**src/rtl/stream_rr_arbiter.sv**
```systemverilog
// -----------------------------------------------------------------------------
// stream_rr_arbiter
//
// Two-input round-robin arbiter that merges two valid/ready producers onto one
// valid/ready consumer. A grant is held for bursts of up to BURST_LEN beats,
// then rotates to the other requester. A requester that drops valid while it
// owns the grant gives the grant up early. The output is a single register
// stage, so nothing on the consumer side reaches back into the producers
// except data_out_ready through the ready gating.
//
// Handshake semantics: a beat moves across an interface on a rising clock edge
// where both valid and ready are high. A producer holds valid and its data
// stable until that happens. Ready may depend combinationally on
// data_out_ready and on nothing else.
//
// Parameters
//   DATA_WIDTH      width of every data bus
//   BURST_LEN       beats accepted per grant before forced rotation (1..255)
//
// Ports
//   clk             single clock, rising edge
//   rst             synchronous active-high reset
//   data_in1        requester 1 data
//   data_in1_valid  requester 1 has a beat
//   data_in1_ready  requester 1 beat accepted when valid is also high
//   data_in2        requester 2 data
//   data_in2_valid  requester 2 has a beat
//   data_in2_ready  requester 2 beat accepted when valid is also high
//   data_out        registered output data
//   data_out_valid  output register holds a beat
//   data_out_ready  consumer takes the beat this cycle
//   grant           one-hot owner: 01 input 1, 10 input 2, 00 idle; it is
//                   also the FSM state encoding, so it doubles as the state
//                   debug view
// -----------------------------------------------------------------------------
module stream_rr_arbiter #(
    parameter int DATA_WIDTH = 32,
    parameter int BURST_LEN  = 4
) (
    input  logic                  clk,
    input  logic                  rst,
    input  logic [DATA_WIDTH-1:0] data_in1,
    input  logic                  data_in1_valid,
    output logic                  data_in1_ready,
    input  logic [DATA_WIDTH-1:0] data_in2,
    input  logic                  data_in2_valid,
    output logic                  data_in2_ready,
    output logic [DATA_WIDTH-1:0] data_out,
    output logic                  data_out_valid,
    input  logic                  data_out_ready,
    output logic [1:0]            grant
);

    // State encoding equals the grant vector, so the output decode is trivial.
    typedef enum logic [1:0] {
        ST_IDLE   = 2'b00,
        ST_GRANT1 = 2'b01,
        ST_GRANT2 = 2'b10
    } state_t;

    // Count value at which the accepting transfer completes a burst.
    localparam logic [7:0] BURST_LAST = 8'(BURST_LEN - 1);

    state_t     state;
    state_t     state_next;

    // prio = 1: input 1 is preferred on a simultaneous request from IDLE.
    // prio = 0: input 2 is preferred.
    logic       prio;
    logic       prio_next;

    logic [7:0] beat_cnt;

    logic       slot_free;
    logic       xfer1;
    logic       xfer2;
    logic       xfer;
    logic       burst_end;
    logic       enter_grant;

    // The output register can take a new beat if it is empty or being drained
    // in this same cycle.
    assign slot_free = !data_out_valid || data_out_ready;

    assign xfer1 = data_in1_valid && data_in1_ready;
    assign xfer2 = data_in2_valid && data_in2_ready;
    assign xfer  = xfer1 || xfer2;

    // Only the owner can transfer, so any transfer hitting the last count
    // closes the owner's burst.
    assign burst_end = xfer && (beat_cnt == BURST_LAST);

    // Entering a grant state (from IDLE or from the other grant) restarts the
    // burst count.
    assign enter_grant = (state_next != ST_IDLE) && (state_next != state);

    // -------------------------------------------------------------------------
    // FSM process 1: state register
    // -------------------------------------------------------------------------
    always_ff @(posedge clk) begin
        if (rst) begin
            state <= ST_IDLE;
            prio  <= 1'b1;
        end else begin
            state <= state_next;
            prio  <= prio_next;
        end
    end

    // -------------------------------------------------------------------------
    // FSM process 2: next-state logic
    // Leaving a grant, whether by burst end or early release, always hands
    // preference to the other input and goes straight to it if it is waiting,
    // so a burst-end handover costs no bubble.
    // -------------------------------------------------------------------------
    always_comb begin
        state_next = state;
        prio_next  = prio;
        case (state)
            ST_IDLE: begin
                if (data_in1_valid && data_in2_valid) begin
                    state_next = prio ? ST_GRANT1 : ST_GRANT2;
                end else if (data_in1_valid) begin
                    state_next = ST_GRANT1;
                end else if (data_in2_valid) begin
                    state_next = ST_GRANT2;
                end
            end
            ST_GRANT1: begin
                if (burst_end || !data_in1_valid) begin
                    prio_next  = 1'b0;
                    state_next = data_in2_valid ? ST_GRANT2 : ST_IDLE;
                end
            end
            ST_GRANT2: begin
                if (burst_end || !data_in2_valid) begin
                    prio_next  = 1'b1;
                    state_next = data_in1_valid ? ST_GRANT1 : ST_IDLE;
                end
            end
            default: begin
                state_next = ST_IDLE;
            end
        endcase
    end

    // -------------------------------------------------------------------------
    // FSM process 3: outputs
    // Ready is the owner's slot_free; the only combinational input path is
    // data_out_ready through slot_free.
    // -------------------------------------------------------------------------
    always_comb begin
        data_in1_ready = 1'b0;
        data_in2_ready = 1'b0;
        grant          = state;
        case (state)
            ST_GRANT1: data_in1_ready = slot_free;
            ST_GRANT2: data_in2_ready = slot_free;
            default: begin
                data_in1_ready = 1'b0;
                data_in2_ready = 1'b0;
            end
        endcase
    end

    // -------------------------------------------------------------------------
    // Burst counter. Stalled cycles leave it alone so a burst interrupted by
    // backpressure resumes where it stopped.
    // -------------------------------------------------------------------------
    always_ff @(posedge clk) begin
        if (rst) begin
            beat_cnt <= 8'd0;
        end else if (enter_grant) begin
            beat_cnt <= 8'd0;
        end else if (xfer) begin
            beat_cnt <= beat_cnt + 8'd1;
        end
    end

    // -------------------------------------------------------------------------
    // Output register. A load in the same cycle as a drain overwrites the
    // register and keeps valid high; otherwise a drain empties it. Reset
    // throws away whatever beat is held.
    // -------------------------------------------------------------------------
    always_ff @(posedge clk) begin
        if (rst) begin
            data_out       <= '0;
            data_out_valid <= 1'b0;
        end else if (xfer) begin
            data_out       <= xfer1 ? data_in1 : data_in2;
            data_out_valid <= 1'b1;
        end else if (data_out_ready) begin
            data_out_valid <= 1'b0;
        end
    end

    // -------------------------------------------------------------------------
    // Embedded properties
    // -------------------------------------------------------------------------
    a_grant_onehot : assert property (@(posedge clk) $onehot0(grant));

    a_ready_exclusive : assert property (
        @(posedge clk) !(data_in1_ready && data_in2_ready));

    a_hold_when_stalled : assert property (
        @(posedge clk) disable iff (rst)
        (data_out_valid && !data_out_ready) |=> $stable(data_out));

    a_count_bounded : assert property (
        @(posedge clk) beat_cnt <= 8'(BURST_LEN));

endmodule

```
**config.mk**
```make
export PLATFORM = sky130hd
export DESIGN_NAME = stream_rr_arbiter
export DESIGN_NICKNAME = d
export VERILOG_FILES = /design/src/rtl/stream_rr_arbiter.sv
export SDC_FILE = /design/constraint.sdc
export NUM_CORES = 1
export LEC_CHECK = 0
export CAP_MARGIN = 30
export CORE_UTILIZATION = 39
export DETAILED_ROUTE_END_ITERATION = 10
export DONT_BUFFER_PORTS = 1
export GPL_TIMING_DRIVEN = 0
export PLACE_DENSITY = 0.58
export SYNTH_ARGS = -nofsm -noshare
export SYNTH_HDL_FRONTEND = slang
export SYNTH_SLANG_ARGS = --single-unit
```
**constraint.sdc**
```tcl
create_clock -name clk -period 2.8 [get_ports clk]
set_input_delay 0.42 -clock clk [delete_from_list [all_inputs] [get_ports clk]]
set_output_delay 0.42 -clock clk [all_outputs]
set_load 0.05 [all_outputs]
```
==> metrics.md <==
| Metric | Value |
|---|---|
| Run status | `completed` |
| Delay of the slowest critical-path stage | `0.63 ns` |
| Final Power | `1.81 mW` |
| Grt total ovfl | `0` |
| Pwr Density | `742 mW/mm2` |
| M1 wire length | `between 2000 and 2500 um` |
| Final Skew | `about 0.0043 ns` |
| Critical path arrival | `between 2 and 3 ns` |
| Sequential area share after synthesis | `between 30% and 40%` |
| Tot GR Track Use | `17.6%` |
| Post-Synth Adder-Cell Area | `about 2.8%` |
| Worst Path Buf+Inv | `1` |
| R2R Path End | `beat_cnt[5]` |
| Number of top-level pins | `106` |
| IO Port Bufs | `0` |
| Worst hold-check path type | `in2reg` |
| Hold Crit Start | `data_in1[11]` |
| Area Overhead vs Synth | `9.20%` |
| WL final | `5130 um` |
| Worst r2r src | `grant[1]` |
| P_leak | `1.01 nW` |
| Syn Inst Count | `238` |
| Unrepaired setup endpoints after global routing | `no` |
| Fraction of layout cells with a size suffix above 1 | `9.76%` |
| Clk root buf | `clkbuf_8` |
| Die Span Y | `77.6 um` |
| Critical Path End Type | `flip-flop` |
| Critical path type | `reg2reg` |
| Nets | `319` |
| Via count | `1774` |
| Fin util | `~44%` |
| Clk slew on worst S/H paths | `0.08 ns` |
| Max Root-Sink Buffers | `2` |
| Max Transition Viols Final | `0` |
| Post-synthesis mux area share | `15.3%` |
| Synth area leader | `dfxtp_1` |
| Met2 routed WL | `2400 um` |
| Clock sink total | `44` |
| Row count | `27` |
| Die X | `77.6 um` |
| Synth top area share | `39.5%` |
| Metal3 WL | `405 um` |
| Main combinational cell family by area after synthesis | `compound AO/OA/AOI/OAI gates` |
| Synth Area in XOR/XNOR | `2.75%` |
| Tightest Pin Transition | `about 0.60 ns` |
| Top Metal Used | `met4` |
| Antenna-violating nets left | `0` |
| Sequential Area | `883 um2` |
| Mapped Area | `0.00223 mm2` |
| Core area | `0.00551 mm2` |
| Multi-input logic area | `0.00125 mm2` |
| Leading cell types by count after synthesis | `dfxtp_1 (44), nor2_1 (38), mux2i_1 (34)` |
| Cts hold-fix bufs | `0` |
| H-Tree Depth | `2` |
| DRC viols | `0` |
| Setup_tns | `0 ns` |
| Main area contributors after synthesis | `dfxtp_1 (39%), mux2i_1 (15%), a211oi_1 (11%)` |
| CTS buffer count | `5` |
| EDFF count, synth | `0` |
| Placed Area | `0.00232 mm2` |
| Highest Clock Rate | `396 MHz` |
| Crit share post-route | `90.1%` |
| Seq cells post-synth | `44` |
| Vias per std cell | `5.58` |
| Avg Cell Area, Syn | `~9.4 um2` |
| Post-detail-place hpwl | `just under 4000 um` |
| Count of final setup violators | `0` |
| Reg-to-reg setup timing slack | `around 0.28 ns` |
| Synth Area in Simple Gates | `16.7%` |
| Compound-Gate Fraction of Synth Area | `a little under a fifth` |
| Routability cong. | `roughly 0.86` |
| Worst-case vdd ir drop | `about 0.00035 V` |
| CP Cell Sequence | `inv_1 > ha_1 > a21oi_1 > o21ai_0 > or2_2 > a2111oi_4 > nor4_1` |
| # diodes | `0` |
| Req. time, crit path | `2.95 ns` |
| Worst Hold Margin | `0.358 ns` |
| First-pass GRT wire length | `8340 um` |
| Min Tclk post-route | `2.52 ns` |
| Dpl ws | `-0.139 ns` |
| Non-filler cells, final | `318` |
| Final Worst Setup Slack | `0.278 ns` |
| Number of global-route vias before repair | `1664` |
| Worst Hold Path EP | `data_out[11]` |
| Yosys Warn Count | `0` |
| Largest net degree at the start of global routing | `15` |
| CTS tree | `built` |
| Layout fillers | `553` |
| Most common cell in the netlist | `dfxtp_1` |
| Maxcap violations | `0` |
| Worst hold stages | `2` |
| 1st-pass router iterations | `4` |
| Synth cell types | `36` |
| DIE AREA | `about 0.0060 mm2` |
| Startpoint Class | `flip-flop` |
| Top_reg_cell synth | `dfxtp_1` |
| Initial Utilization | `40.5%` |
| Post-DR wirelength/cell | `16.1 um` |
| Antenna violations before repair | `0` |
| Max-slew headroom | `60.3%` |
| Reg2reg path depth | `7` |
| Drt initial violations | `55` |
| CP top delay family | `compound AO/OA/AOI/OAI gates` |
| Placed cell count | `310` |
| Async set-reset flop share out of synthesis | `0%` |
| Hold Vio Cnt, Final | `0` |
| CP max stage cell | `a2111oi_4` |
| Synth Net Count | `312` |
| Final Cell Area | `between 0.002 and 0.0025 mm2` |
| Worst skew pair latency | `between 0.2 and 0.3 ns` |
| Crit path max fanout | `9` |
==> sequential cells by signal (all words and copies together), names as in the netlist <==
register	count
data_out	32
grant	2
prio	1
beat_cnt	8
data_out_valid	1
==> what timing repair did <==
item	4_1_cts	5_1_grt
resized for setup	1	2
setup endpoints to repair	38	38
endpoints found under the hold margin	0	0
setup buffers	0	0
pin swaps	0	0
==> where the power goes <==
part | total, mW | switching (mW) | leakage (nW) | internal [mW]
combinational | 0.349 | 0.213 | 0.598 | 0.136
sequential | 0.987 | 0.289 | 0.360 | 0.698
clock | 0.472 | 0.208 | 0.0541 | 0.264
==> metal layers <==
layer | global-route usage, % | vias to the layer above
met5 | 0 | -
li1 | - | 889
met3 | 4.94 | 4
met2 | 28.5 | 64
met1 | 22.4 | 817
met4 | 6.23 | 0
==> cell families after synthesis <==
| kind of cell | after synthesis |
|---|---|
| buffers and inverters | 20 |
| AOI/OAI and AO/OA | 51 |
| DFF | 44 |
| adders and majority gates | 5 |
| muxes | 34 |
| xor gates and xnor gates | 7 |
| and+or+nand+nor | 77 |
==> worst max path at each step <==
stage / from / to / cells past startpoint
CTS: grant[0] / data_out[9] / 6
detailed placement: grant[1] / data_out[28] / 7
finish: grant[1] / beat_cnt[5] / 7
global placement: grant[1] / data_out[28] / 7
floorplan: grant[1] / data_out[10] / 7
global route: grant[1] / data_out[22] / 7
==> area by class of cell <==
type	instances	area share [%]
clock buffer	5	2.82
inverter	3	0.462
sequential	44	36.3
multi-input combinational	174	51.5
clock inverter	3	1.75
buffer	17	3.54
tap	72	3.70
==> layout by cell type (no fill, tap or decap), types with 3 or more instances in the layout <==
cell / Yosys / layout
dfxtp_1: 44 / 42
nor2_1: 38 / 38
mux2i_1: 34 / 34
a211oi_1: 33 / 33
nor4_1: 10 / 10
nand2_1: 9 / 9
clkbuf_1: 7 / 7
a21oi_1: 5 / 5
ha_1: 5 / 5
clkbuf_8: 0 / 5
nand4_1: 4 / 4
nand3_1: 4 / 4
xnor2_1: 4 / 4
inv_1: 3 / 3
buf_2: 3 / 3
nor2b_1: 3 / 3
xor2_1: 3 / 3
buf_1: 3 / 3
buf_4: 3 / 3
No activity file was read; power rests on OpenSTA's default activity.
